`config.mk`:
```
export PLATFORM = sky130hd
export DESIGN_NAME = vrf_bank_scheduler
export DESIGN_NICKNAME = d
export VERILOG_FILES = /design/src/rtl/vrf_sched_pkg.sv /design/src/rtl/vrf_bank_scheduler_wb_pipe.sv /design/src/rtl/vrf_bank_scheduler.sv
export SDC_FILE = /design/constraint.sdc
export NUM_CORES = 1
export LEC_CHECK = 0
export ABC_AREA = 1
export BUFFER_PORTS_ARGS = -buffer_cell sky130_fd_sc_hd__buf_4
export CAP_MARGIN = 20
export CELL_PAD_IN_SITES_DETAIL_PLACEMENT = 1
export CELL_PAD_IN_SITES_GLOBAL_PLACEMENT = 1
export CORE_ASPECT_RATIO = 1.1
export CORE_MARGIN = 2
export CORE_UTILIZATION = 30
export DETAILED_ROUTE_END_ITERATION = 12
export GPL_TIMING_DRIVEN = 0
export HOLD_SLACK_MARGIN = 0.05
export PLACE_DENSITY = 0.6
export SLEW_MARGIN = 20
export SYNTH_ARGS = -nofsm -noshare
export SYNTH_HDL_FRONTEND = slang
export SYNTH_SLANG_ARGS = --single-unit
```
`constraint.sdc`:
```
create_clock -name clk -period 3.1 [get_ports clk]
set_input_delay 0.31 -clock clk [delete_from_list [all_inputs] [get_ports clk]]
set_output_delay 0.31 -clock clk [all_outputs]
set_load 0.01 [all_outputs]
```
`src/rtl/vrf_sched_pkg.sv`:
```
`default_nettype none
// ============================================================================
// Module      : vrf_sched_pkg
// Description : Shared types, constants and helpers for the VRF bank scheduler.
//               Provides the SEW and FSM state encodings, the vreg-to-bank/row
//               split and the beats-per-op calculation.
// Revision    : 1.0 - initial release
// ============================================================================
package vrf_sched_pkg;

  localparam int unsigned VLEN_DEF       = 256;
  localparam int unsigned NUM_LANES_DEF  = 4;
  localparam int unsigned WORDS_PER_VREG = 16;
  localparam int unsigned BANK_W         = 2;  // vreg[4:3]
  localparam int unsigned ROW_W          = 3;  // vreg[2:0]
  localparam int unsigned BEAT_W         = 4;  // beat index / count (max 8)

  typedef enum logic [1:0] {
    SEW8  = 2'd0,
    SEW16 = 2'd1,
    SEW32 = 2'd2,
    SEW64 = 2'd3
  } sew_e;

  typedef enum logic [1:0] {
    S_IDLE  = 2'd0,
    S_RD_A  = 2'd1,
    S_RD_B  = 2'd2,
    S_DRAIN = 2'd3
  } state_e;

  // Element-group beats for one op: VLEN / (lanes * SEW).
  function automatic logic [BEAT_W-1:0] beats(input sew_e sew,
                                              input int unsigned vlen  = VLEN_DEF,
                                              input int unsigned lanes = NUM_LANES_DEF);
    int unsigned n8;
    n8 = vlen / (lanes * 8);
    return BEAT_W'(n8 >> int'(sew));
  endfunction

  function automatic logic [BANK_W-1:0] bank_of(input logic [4:0] vreg);
    return vreg[4:3];
  endfunction

  function automatic logic [ROW_W-1:0] row_of(input logic [4:0] vreg);
    return vreg[2:0];
  endfunction

endpackage
`default_nettype wire

```
`src/rtl/vrf_bank_scheduler_wb_pipe.sv`:
```
`default_nettype none
// ============================================================================
// Module      : vrf_wb_pipe
// Description : Fixed-latency write-back delay line. Every cycle each entry
//               moves one stage; an entry pushed at edge t reaches the head
//               DEPTH-1 cycles later. Carries valid, target bank and address.
// Ports       : clk, rstn        - clock, async active-low reset
//               push_i           - enqueue an entry this cycle
//               push_bank_i/addr - entry payload
//               head_*_o         - last stage (write to perform next cycle)
//               empty_o          - no valid entry in any stage
// Revision    : 1.0 - initial release
// ============================================================================
module vrf_wb_pipe #(
  parameter int unsigned DEPTH  = 3,
  parameter int unsigned BANK_W = 2,
  parameter int unsigned ADDR_W = 7
) (
  input  logic              clk,
  input  logic              rstn,
  input  logic              push_i,
  input  logic [BANK_W-1:0] push_bank_i,
  input  logic [ADDR_W-1:0] push_addr_i,
  output logic              head_valid_o,
  output logic [BANK_W-1:0] head_bank_o,
  output logic [ADDR_W-1:0] head_addr_o,
  output logic              empty_o
);

  logic [DEPTH-1:0]  valid_q;
  logic [BANK_W-1:0] bank_q [DEPTH];
  logic [ADDR_W-1:0] addr_q [DEPTH];

  always_ff @(posedge clk or negedge rstn) begin
    if (!rstn) begin
      valid_q <= '0;
      for (int i = 0; i < DEPTH; i++) begin
        bank_q[i] <= '0;
        addr_q[i] <= '0;
      end
    end else begin
      // DEPTH >= 2 because ALU latency is at least one cycle.
      valid_q   <= {valid_q[DEPTH-2:0], push_i};
      bank_q[0] <= push_bank_i;
      addr_q[0] <= push_addr_i;
      for (int i = 1; i < DEPTH; i++) begin
        bank_q[i] <= bank_q[i-1];
        addr_q[i] <= addr_q[i-1];
      end
    end
  end

  assign head_valid_o = valid_q[DEPTH-1];
  assign head_bank_o  = bank_q[DEPTH-1];
  assign head_addr_o  = addr_q[DEPTH-1];
  assign empty_o      = ~|valid_q;

endmodule
`default_nettype wire

```
`src/rtl/vrf_bank_scheduler.sv`:
```
`default_nettype none
// ============================================================================
// Module      : vrf_bank_scheduler
// Description : Sequences one vector ALU op through four single-port VRF
//               banks and lockstep lane ALUs: reads vs1/vs2 per beat, raises
//               alu_en one cycle later and writes vd ALU_LAT cycles after
//               that. Pending writes take priority; conflicting reads stall.
// Macro       : VRF_BANK_CONFLICT_EN - serialise same-bank vs1/vs2 through
//               RD_A/RD_B with cap_a; when undefined such ops are rejected.
// Ports       : op_valid/op_ready + op_* / vsew  - op handshake and fields
//               bank_cs/oe/we/addr               - registered SRAM controls
//               sel_a/sel_b/sel_c/cap_a          - lane operand steering
//               alu_en/alu_sel/alu_width         - ALU controls
//               busy/done/err                    - status
// Revision    : 1.0 - initial release
// ============================================================================
module vrf_bank_scheduler
  import vrf_sched_pkg::*;
#(
  parameter int unsigned NUM_BANKS = 4,
  parameter int unsigned ADDR_W    = 7,
  parameter int unsigned VLEN      = 256,
  parameter int unsigned NUM_LANES = 4,
  parameter int unsigned ALU_LAT   = 2
) (
  input  logic                          clk,
  input  logic                          rstn,
  input  logic                          op_valid,
  output logic                          op_ready,
  input  logic [2:0]                    op_alu_sel,
  input  logic [4:0]                    op_vs1,
  input  logic [4:0]                    op_vs2,
  input  logic [4:0]                    op_vd,
  input  logic [2:0]                    vsew,
  output logic [NUM_BANKS-1:0]          bank_cs,
  output logic [NUM_BANKS-1:0]          bank_oe,
  output logic [NUM_BANKS-1:0]          bank_we,
  output logic [NUM_BANKS*ADDR_W-1:0]   bank_addr,
  output logic [1:0]                    sel_a,
  output logic [1:0]                    sel_b,
  output logic [1:0]                    sel_c,
  output logic                          cap_a,
  output logic                          alu_en,
  output logic [2:0]                    alu_sel,
  output logic [1:0]                    alu_width,
  output logic                          busy,
  output logic                          done,
  output logic                          err
);

`ifdef VRF_BANK_CONFLICT_EN
  localparam bit CONF_EN = 1'b1;
`else
  localparam bit CONF_EN = 1'b0;
`endif

  function automatic logic [ADDR_W-1:0] word_addr(input logic [ROW_W-1:0]  row,
                                                  input logic [BEAT_W-1:0] beat);
    return ADDR_W'(int'(row) * WORDS_PER_VREG + int'(beat));
  endfunction

  // ---------------- state and latched op ----------------
  state_e              state_q, state_d;
  logic [BANK_W-1:0]   b1_q, b2_q, bd_q;
  logic [ROW_W-1:0]    r1_q, r2_q, rd_q;
  logic                conf_q;
  logic [BEAT_W-1:0]   nbeats_q, beat_q, beat_d;
  logic [2:0]          alu_sel_q;
  logic [1:0]          width_q;

  // ---------------- registered outputs ----------------
  logic [NUM_BANKS-1:0]        cs_q, oe_q, we_q;
  logic [NUM_BANKS*ADDR_W-1:0] addr_q;
  logic [1:0]                  sel_a_q, sel_b_q;
  logic                        iss_q, alu_en_q, rej_q, err_q, done_q;

  // ---------------- combinational ----------------
  logic                        w_accept, w_reject, w_start, w_conflict;
  logic [NUM_BANKS-1:0]        w_rd_mask;
  logic                        w_stall, w_rd_go, w_issue, w_last;
  logic [NUM_BANKS-1:0]        cs_d, oe_d, we_d;
  logic [NUM_BANKS*ADDR_W-1:0] addr_d;
  logic                        w_head_valid, w_pipe_empty;
  logic [BANK_W-1:0]           w_head_bank;
  logic [ADDR_W-1:0]           w_head_addr;

  assign w_accept   = op_valid && (state_q == S_IDLE);
  assign w_conflict = (bank_of(op_vs1) == bank_of(op_vs2)) && (op_vs1 != op_vs2);
  assign w_reject   = vsew[2] || (w_conflict && !CONF_EN);
  assign w_start    = w_accept && !w_reject;

  // Banks the current read wants; a write due next cycle on any of them wins.
  always_comb begin
    w_rd_mask = '0;
    case (state_q)
      S_RD_A: begin
        w_rd_mask[b1_q] = 1'b1;
        if (!conf_q) w_rd_mask[b2_q] = 1'b1;
      end
      S_RD_B:  w_rd_mask[b2_q] = 1'b1;
      default: w_rd_mask = '0;
    endcase
  end

  assign w_stall = w_head_valid && w_rd_mask[w_head_bank];
  assign w_rd_go = (|w_rd_mask) && !w_stall;
  // A serialised op only issues on its second (vs2) read.
  assign w_issue = w_rd_go && ((state_q == S_RD_B) || !conf_q);
  assign w_last  = (beat_q == nbeats_q - BEAT_W'(1));

  // ---------------- FSM: state register ----------------
  always_ff @(posedge clk or negedge rstn) begin
    if (!rstn) state_q <= S_IDLE;
    else       state_q <= state_d;
  end

  // ---------------- FSM: next state ----------------
  always_comb begin
    state_d = state_q;
    case (state_q)
      S_IDLE: if (w_start) state_d = S_RD_A;
      S_RD_A: begin
        if (w_issue && w_last) state_d = S_DRAIN;
`ifdef VRF_BANK_CONFLICT_EN
        else if (w_rd_go && !w_issue) state_d = S_RD_B;
`endif
      end
`ifdef VRF_BANK_CONFLICT_EN
      S_RD_B: if (w_rd_go) state_d = w_last ? S_DRAIN : S_RD_A;
`endif
      // done is raised while still in DRAIN so op_ready stays low that cycle.
      S_DRAIN: if (done_q) state_d = S_IDLE;
      default: state_d = S_IDLE;
    endcase
  end

  // ---------------- FSM: outputs (bank controls) ----------------
  always_comb begin
    cs_d   = '0;
    oe_d   = '0;
    we_d   = '0;
    addr_d = '0;
    if (w_rd_go) begin
      if (state_q == S_RD_B) begin
        cs_d[b2_q] = 1'b1;
        oe_d[b2_q] = 1'b1;
        addr_d[int'(b2_q)*ADDR_W +: ADDR_W] = word_addr(r2_q, beat_q);
      end else begin
        cs_d[b1_q] = 1'b1;
        oe_d[b1_q] = 1'b1;
        addr_d[int'(b1_q)*ADDR_W +: ADDR_W] = word_addr(r1_q, beat_q);
        // vs1 == vs2 lands on the same bank/address: one read serves both.
        if (!conf_q) begin
          cs_d[b2_q] = 1'b1;
          oe_d[b2_q] = 1'b1;
          addr_d[int'(b2_q)*ADDR_W +: ADDR_W] = word_addr(r2_q, beat_q);
        end
      end
    end
    if (w_head_valid) begin
      cs_d[w_head_bank] = 1'b1;
      we_d[w_head_bank] = 1'b1;
      addr_d[int'(w_head_bank)*ADDR_W +: ADDR_W] = w_head_addr;
    end
  end

  always_comb begin
    beat_d = beat_q;
    if (w_start)      beat_d = '0;
    else if (w_issue) beat_d = beat_q + BEAT_W'(1);
  end

  // ---------------- op latch and output registers ----------------
  always_ff @(posedge clk or negedge rstn) begin
    if (!rstn) begin
      b1_q      <= '0;
      b2_q      <= '0;
      bd_q      <= '0;
      r1_q      <= '0;
      r2_q      <= '0;
      rd_q      <= '0;
      conf_q    <= 1'b0;
      nbeats_q  <= '0;
      beat_q    <= '0;
      alu_sel_q <= '0;
      width_q   <= '0;
      cs_q      <= '0;
      oe_q      <= '0;
      we_q      <= '0;
      addr_q    <= '0;
      sel_a_q   <= '0;
      sel_b_q   <= '0;
      iss_q     <= 1'b0;
      alu_en_q  <= 1'b0;
      rej_q     <= 1'b0;
      err_q     <= 1'b0;
      done_q    <= 1'b0;
    end else begin
      if (w_start) begin
        b1_q      <= bank_of(op_vs1);
        b2_q      <= bank_of(op_vs2);
        bd_q      <= bank_of(op_vd);
        r1_q      <= row_of(op_vs1);
        r2_q      <= row_of(op_vs2);
        rd_q      <= row_of(op_vd);
        conf_q    <= w_conflict;
        nbeats_q  <= beats(sew_e'(vsew[1:0]), VLEN, NUM_LANES);
        alu_sel_q <= op_alu_sel;
        width_q   <= vsew[1:0];
      end
      beat_q   <= beat_d;
      cs_q     <= cs_d;
      oe_q     <= oe_d;
      we_q     <= we_d;
      addr_q   <= addr_d;
      iss_q    <= w_issue;
      // Read data is on the bank outputs one cycle after the read.
      alu_en_q <= iss_q;
      sel_a_q  <= iss_q ? b1_q : '0;
      sel_b_q  <= iss_q ? b2_q : '0;
      rej_q    <= w_accept && w_reject;
      err_q    <= rej_q;
      done_q   <= (state_q == S_DRAIN) && w_pipe_empty && !done_q;
    end
  end

`ifdef VRF_BANK_CONFLICT_EN
  logic w_cap_rd, cap_rd_q, cap_a_q;
  assign w_cap_rd = w_rd_go && (state_q == S_RD_A) && conf_q;
  always_ff @(posedge clk or negedge rstn) begin
    if (!rstn) begin
      cap_rd_q <= 1'b0;
      cap_a_q  <= 1'b0;
    end else begin
      cap_rd_q <= w_cap_rd;
      cap_a_q  <= cap_rd_q;  // strobe when the vs1 word is on the bank output
    end
  end
  assign cap_a = cap_a_q;
`else
  assign cap_a = 1'b0;
`endif

  vrf_wb_pipe #(
    .DEPTH  (ALU_LAT + 1),
    .BANK_W (BANK_W),
    .ADDR_W (ADDR_W)
  ) u_wb_pipe (
    .clk          (clk),
    .rstn         (rstn),
    .push_i       (w_issue),
    .push_bank_i  (bd_q),
    .push_addr_i  (word_addr(rd_q, beat_q)),
    .head_valid_o (w_head_valid),
    .head_bank_o  (w_head_bank),
    .head_addr_o  (w_head_addr),
    .empty_o      (w_pipe_empty)
  );

  assign op_ready  = (state_q == S_IDLE);
  assign busy      = (state_q != S_IDLE);
  assign bank_cs   = cs_q;
  assign bank_oe   = oe_q;
  assign bank_we   = we_q;
  assign bank_addr = addr_q;
  assign sel_a     = sel_a_q;
  assign sel_b     = sel_b_q;
  assign sel_c     = 2'd0;
  assign alu_en    = alu_en_q;
  assign alu_sel   = alu_sel_q;
  assign alu_width = width_q;
  assign done      = done_q;
  assign err       = err_q;

endmodule
`default_nettype wire

```
Word level (Yosys, flattened, before mapping)
Cells that the tools add are included.
{ "word_totals": {"inputBits": 24, "reg_bits": 110, "elab_cells": 121} }
{ "op_classes": {"bitwise": 4, "shift": 7, "reduce_logical": 26, "magnitude_cmp": 6, "mul": 3, "n_addsub": 8, "muxes": 28, "eq_ne": 9} }
{ "op_table": {"columns": ["operator", "n"], "rows": [
  ["two-way mux 28 bit", 4],
  ["negator 5 -> 34 bit", 3],
  ["variable shift 7 x 34 -> 28 bit, first input constant", 3],
  ["indexed part select 7 x 34 -> 28 bit", 3],
  ["bitwise AND 28 bit", 2],
  ["bitwise mux 28 bit", 2],
  ["two-way mux 4 bit", 7],
  ["adder 7 x 4 -> 7 bit", 3],
  ["multiplier 2 x 3 -> 5 bit, second input constant", 3],
  ["logical AND 1 bit", 13],
  ["two-way mux 2 bit", 5],
  ["less-than comparator 2 x 3 -> 1 bit, second input constant", 3],
  ["OR 4 bit", 2],
  ["one-hot mux 4 bit (2 select lines)", 1],
  ["demux 1 bit (select 2 bit)", 3],
  [">= comparator 2 x 1 -> 1 bit, second input constant", 3],
  ["one-hot mux 2 bit (3 select lines)", 1],
  ["zero test 1 bit", 5],
  ["inequality test 5 bit", 1],
  ["adder 4 x 1 -> 4 bit, second input constant", 1],
  ["== test 2 bit, second input constant", 2],
  ["== test 4 bit", 1],
  ["two-way mux 1 bit", 4],
  ["inequality test 2 bit, second input constant", 2],
  ["other kinds (12)", 14]
]} }

Logic depth before layout (Yosys ltp)
{ "depth": {"depth_word": 16, "depth_mapped": 15, "mapped_depth_nobuf": 13} }

By module
Synthesis repeated with hierarchy kept, for this count alone.
{ "hier_totals": {"cells_unflattened": 550, "area_unflattened_um2": 5022.3} }
{ "by_module_without_submodules": {"columns": ["mod", "seq_area_each_um2", "n_inst", "cells_per_inst", "area_each_um2"], "rows": [
  ["vrf_bank_scheduler", 2001.9, 1, 507, 4186.5],
  ["vrf_wb_pipe", 750.7, 1, 43, 835.8]
]} }

Least setup slack after synthesis
No wires, ideal clock.
{ "synth_timing": {"path_kind": "register to register", "from": "reg b1_q[0]", "to": "reg addr_q[21] (netlist: bank_addr[21])", "n_path_buf": 2, "setup_time_ns": 0.132, "path_stages_with_launch": 15, "arrival_ns": 1.733, "path_slack_ns": 1.235, "required_time_ns": 2.968, "path_cell_list": "dfrtp_1 > buf_2 > inv_1 > ha_1 > nor2_1 > nand2_1 > nand3_1 > nand2_1 > o21ai_0 > nand2_1 > nand2_2 > inv_2 > buf_6 > nand3_1 > o21ai_0"} }
{ "synth_between": {"elab_chain_len": 15, "word_cells_on_any_way": 25, "classes_between": "1 x add/sub; 1 x mul; 2 x order compare; 2 x shift; 12 x mux; 2 x bitwise; 5 x reduce/logical"} }
{ "synth_rtl": {"columns": ["item", "line", "rtl"], "rows": [
  ["start, declared", "vrf_bank_scheduler.sv:64", "logic [BANK_W-1:0] b1_q, b2_q, bd_q;"],
  ["start signal, assigned", "vrf_bank_scheduler.sv:200", "b1_q <= bank_of(op_vs1);"],
  ["parallel branches: the longest is 12 deep, another holds negator 5 -> 34 bit", null, null],
  ["two-way mux 28 bit *", "vrf_bank_scheduler.sv:143", "if (w_rd_go) begin"],
  ["bitwise mux 28 bit", "vrf_bank_scheduler.sv:163", "addr_d[int'(w_head_bank)*ADDR_W +: ADDR_W] = w_head_addr;"],
  ["two-way mux 28 bit *", "vrf_bank_scheduler.sv:160", "if (w_head_valid) begin"],
  ["named net addr_d[21]", "vrf_bank_scheduler.sv:82", "logic [NUM_BANKS*ADDR_W-1:0] addr_d;"],
  ["end signal, assigned", "vrf_bank_scheduler.sv:215", "addr_q <= addr_d;"],
  ["end, declared", "vrf_bank_scheduler.sv:73", "logic [NUM_BANKS*ADDR_W-1:0] addr_q;"]
]} }
Mark *: on every way through the listed nets, which the timed path passes. The select of a mux whose other input is x is not followed.
A chain may end at the register's enable or synchronous reset.

Final worst setup path
{ "layout_timing": {"from": "reg b1_q[0]", "to": "reg addr_q[20] (netlist: bank_addr[20])"} }
Same word-level chain as after synthesis.

==> flow_summary.yaml <==
pwr:
  peakVddDrop_mv: 0.318
  leakage_nw: 3.20
  cellPowerDensity_nw_per_um2: 971
drt:
  routed_via_density: 4.66
  route.antenna.remaining_nets: 0
  wl_per_cell_um: 16.0
  wl_um: 13200
  num_vias: 3842
  route.detailed.drc: 0
  first_iter_violations: 97
  first_pass_iters: 4
worst_setup_path:
  startpoint_type: "register"
  reg2reg_slack_ns: 0.69
  required_ns: 3.30
  cp_slowest_cell: "dfrtp_1"
  worst-setup-path-type: "reg2reg"
  ff2ff_path_depth: 14
  cp.arrival_ns: 2.60
  path_cells: "buf_2 > inv_1 > ha_1 > nor2_1 > nand2_1 > nand3_1 > nand2_1 > o21ai_0 > nand2_1 > nand2_2 > inv_2 > buf_6 > nand3_1 > o21ai_0"
  crit_top_cell: "nand2_1"
  critPathMaxFanout: 10
  cp-end-kind: "register"
  slowest_delay_ns: 0.38
clocking:
  max-clock-path-buffers: 2
  cts_max_level: 3
  clk_pin_slew_ns: 0.07
  hold_buffers: 0
  ctsRootBufferMaster: "clkbuf_16"
  clock_sinks: 108
  ctsResizeCount: 0
  numCtsBuffers: 9
  clock_latency_ns: 0.35
  cts_tree: "done"
  post_cts_buffers: 0
timing:
  slew_viol_final: 0
  rsz0062_at_grt: "false"
  setup_tns_ns: 0
  post-route-period-util: 0.777
  finalSetupViolCount: 0
  worst_pin_slew_ns: 0.941
  clock_skew_ns: 0.00970
  holdWs_ns: 0.0848
  relSlewSlack: 0.372
  fmax_ghz: 0.415
  min_period_ns: 2.41
  hold_viol: 0
layout:
  drive_gt1_frac: 0.183
  final_core_util: 0.381
  multi_input_area_um2: 1800
  seq_area_um2: 2700
  finish.instance_area_um2: 6020
  final_nets: 671
  diodes: 0
  fill_cells: 1858
  area_growth_pct: 23.5
die:
  die-area_um2: 17300
  rows: 48
  die_w_um: 126
  core_um2: 15800
  pin_count: 81
  initial_utilization: 0.309
  die_h_um: 138
synthesis:
  synth-seq-cells: 108
  yosysSeqAreaShare: 0.554
  syn-cell-area_um2: 4880
  syn-instance-count: 529
  synth_top_area_share: 0.554
  synth_cell_type_count: 31
  ys_warn_count: 0
  synth_edf_count: 0
  async_flop_share: 1.00
  synth_ff_type: "dfrtp_1"
  synth_top_area_cell: "dfrtp_1"
  synthTopCellsByArea: "dfrtp_1, nand2_1, ha_1"
  synth_common_cells: "nand2_1, dfrtp_1, inv_1, nand3_1, o21ai_0"
  yosysMostFrequentCell: "nand2_1"
  syn_area_per_cell_um2: 9.22
global_routing:
  grt_max_degree: 109
  grt-ovfl-total: 0
  grt_pass1_wl_um: 21300
  grt.total_usage: 0.157
  antenna_found_initial: 0
  grt_pass1_vias: 4096
place:
  post-dp-hpwl_um: 10000
  placed_cell_area_um2: 5720
  gp_congestion: 0.856
  io_buffer_count: 77
worst_hold_path:
  hold_class: "in2async"
job:
  drv_cap: 0
outcome:
  status: "completed"
==> through the flow <==
| step | cells | setup slack (ns) | total power [mW] |
|---|---|---|---|
| after floorplan | 531 | 1.24 | 3.72 |
| after global placement | 808 | 0.721 | 4.59 |
| after detailed placement | 808 | 0.693 | 4.69 |
| after CTS | 824 | 0.668 | 5.92 |
| after global routing | 824 | 0.433 | 6.30 |
| final | 824 | 0.691 | 5.85 |
==> power by group <==
part / switching [mW] / total (mW) / internal [mW] / leakage (nW)
Sequential: 0.309 / 2.17 / 1.86 / 1.42
Combinational: 1.59 / 2.48 / 0.891 / 1.63
Clock: 0.550 / 1.20 / 0.645 / 0.148
Total: 2.45 / 5.85 / 3.40 / 3.20
==> final timing paths <==
| check | startpoint | endpoint |
|---|---|---|
| setup / recovery | b1_q[0] | bank_addr[20] |
| hold / removal | rstn | rej_q |
| setup reg to reg | b1_q[0] | bank_addr[20] |
| hold reg to reg | u_wb_pipe.addr_q[14] | u_wb_pipe.addr_q[7] |
| max in group asynchronous | rstn | u_wb_pipe.head_addr_o[4] |
| min in group clk | op_alu_sel[0] | alu_sel[0] |
==> per-layer routing <==
metal  track usage  vias up  part of all wire
met5             0        -                 0
met4        0.0704        0             0.024
met3        0.0175       15             0.029
met2         0.271       74              0.50
met1         0.199     1873              0.45
li1              -     1880                 -
==> logic make-up after synthesis <==
kind of cell / share of synthesized area
xor+xnor: 0.0144
flops: 0.554
fa+ha+maj: 0.0718
simple gates: 0.196
buf+inv: 0.0788
compound gates: 0.0839
other cells: 0.000769
==> cell usage in the layout (no fill, tap or decap), drive strengths merged, types with 2 or more instances in the layout <==
| master | count |
|---|---|
| or2 | 2 |
| clkbuf | 15 |
| o22ai | 22 |
| nand3 | 64 |
| xor2 | 5 |
| nand4 | 5 |
| ha | 28 |
| conb | 3 |
| inv | 75 |
| nand3b | 2 |
| nor2 | 11 |
| o21ai | 41 |
| xnor2 | 3 |
| buf | 91 |
| a21oi | 4 |
| nor3 | 3 |
| dfrtp | 108 |
| nand2 | 134 |
==> flip-flops by register name, summed over array words and instances (netlist names), 4 cells and up <==
name and cells:
u_wb_pipe.bank_q 4, u_wb_pipe.addr_q 14, bank_we 4, bank_cs 4, bank_addr 28, nbeats_q 4, beat_q 4, u_wb_pipe.head_addr_o 7
bank_oe 4
==> worst max-delay path: cells and delay by family, from the launching register on <==
family	cells	cell delay, ns
buffers and inverters	4	0.65
adder cells (fa/ha/maj)	1	0.27
AND/OR/NAND/NOR	7	0.68
AO/OA/AOI/OAI	2	0.28
flip-flops	1	0.38
==> final cells by class <==
cell class              count  share of cell area
flip-flops and latches    108               0.449
well taps                 200              0.0415
inverters                  71              0.0442
clock inverters             6              0.0129
plain buffers              19              0.0195
multi-input cells         333               0.299
clock buffers              10              0.0380
repair buffers             77              0.0966
Power figures use the tool's default switching activity.
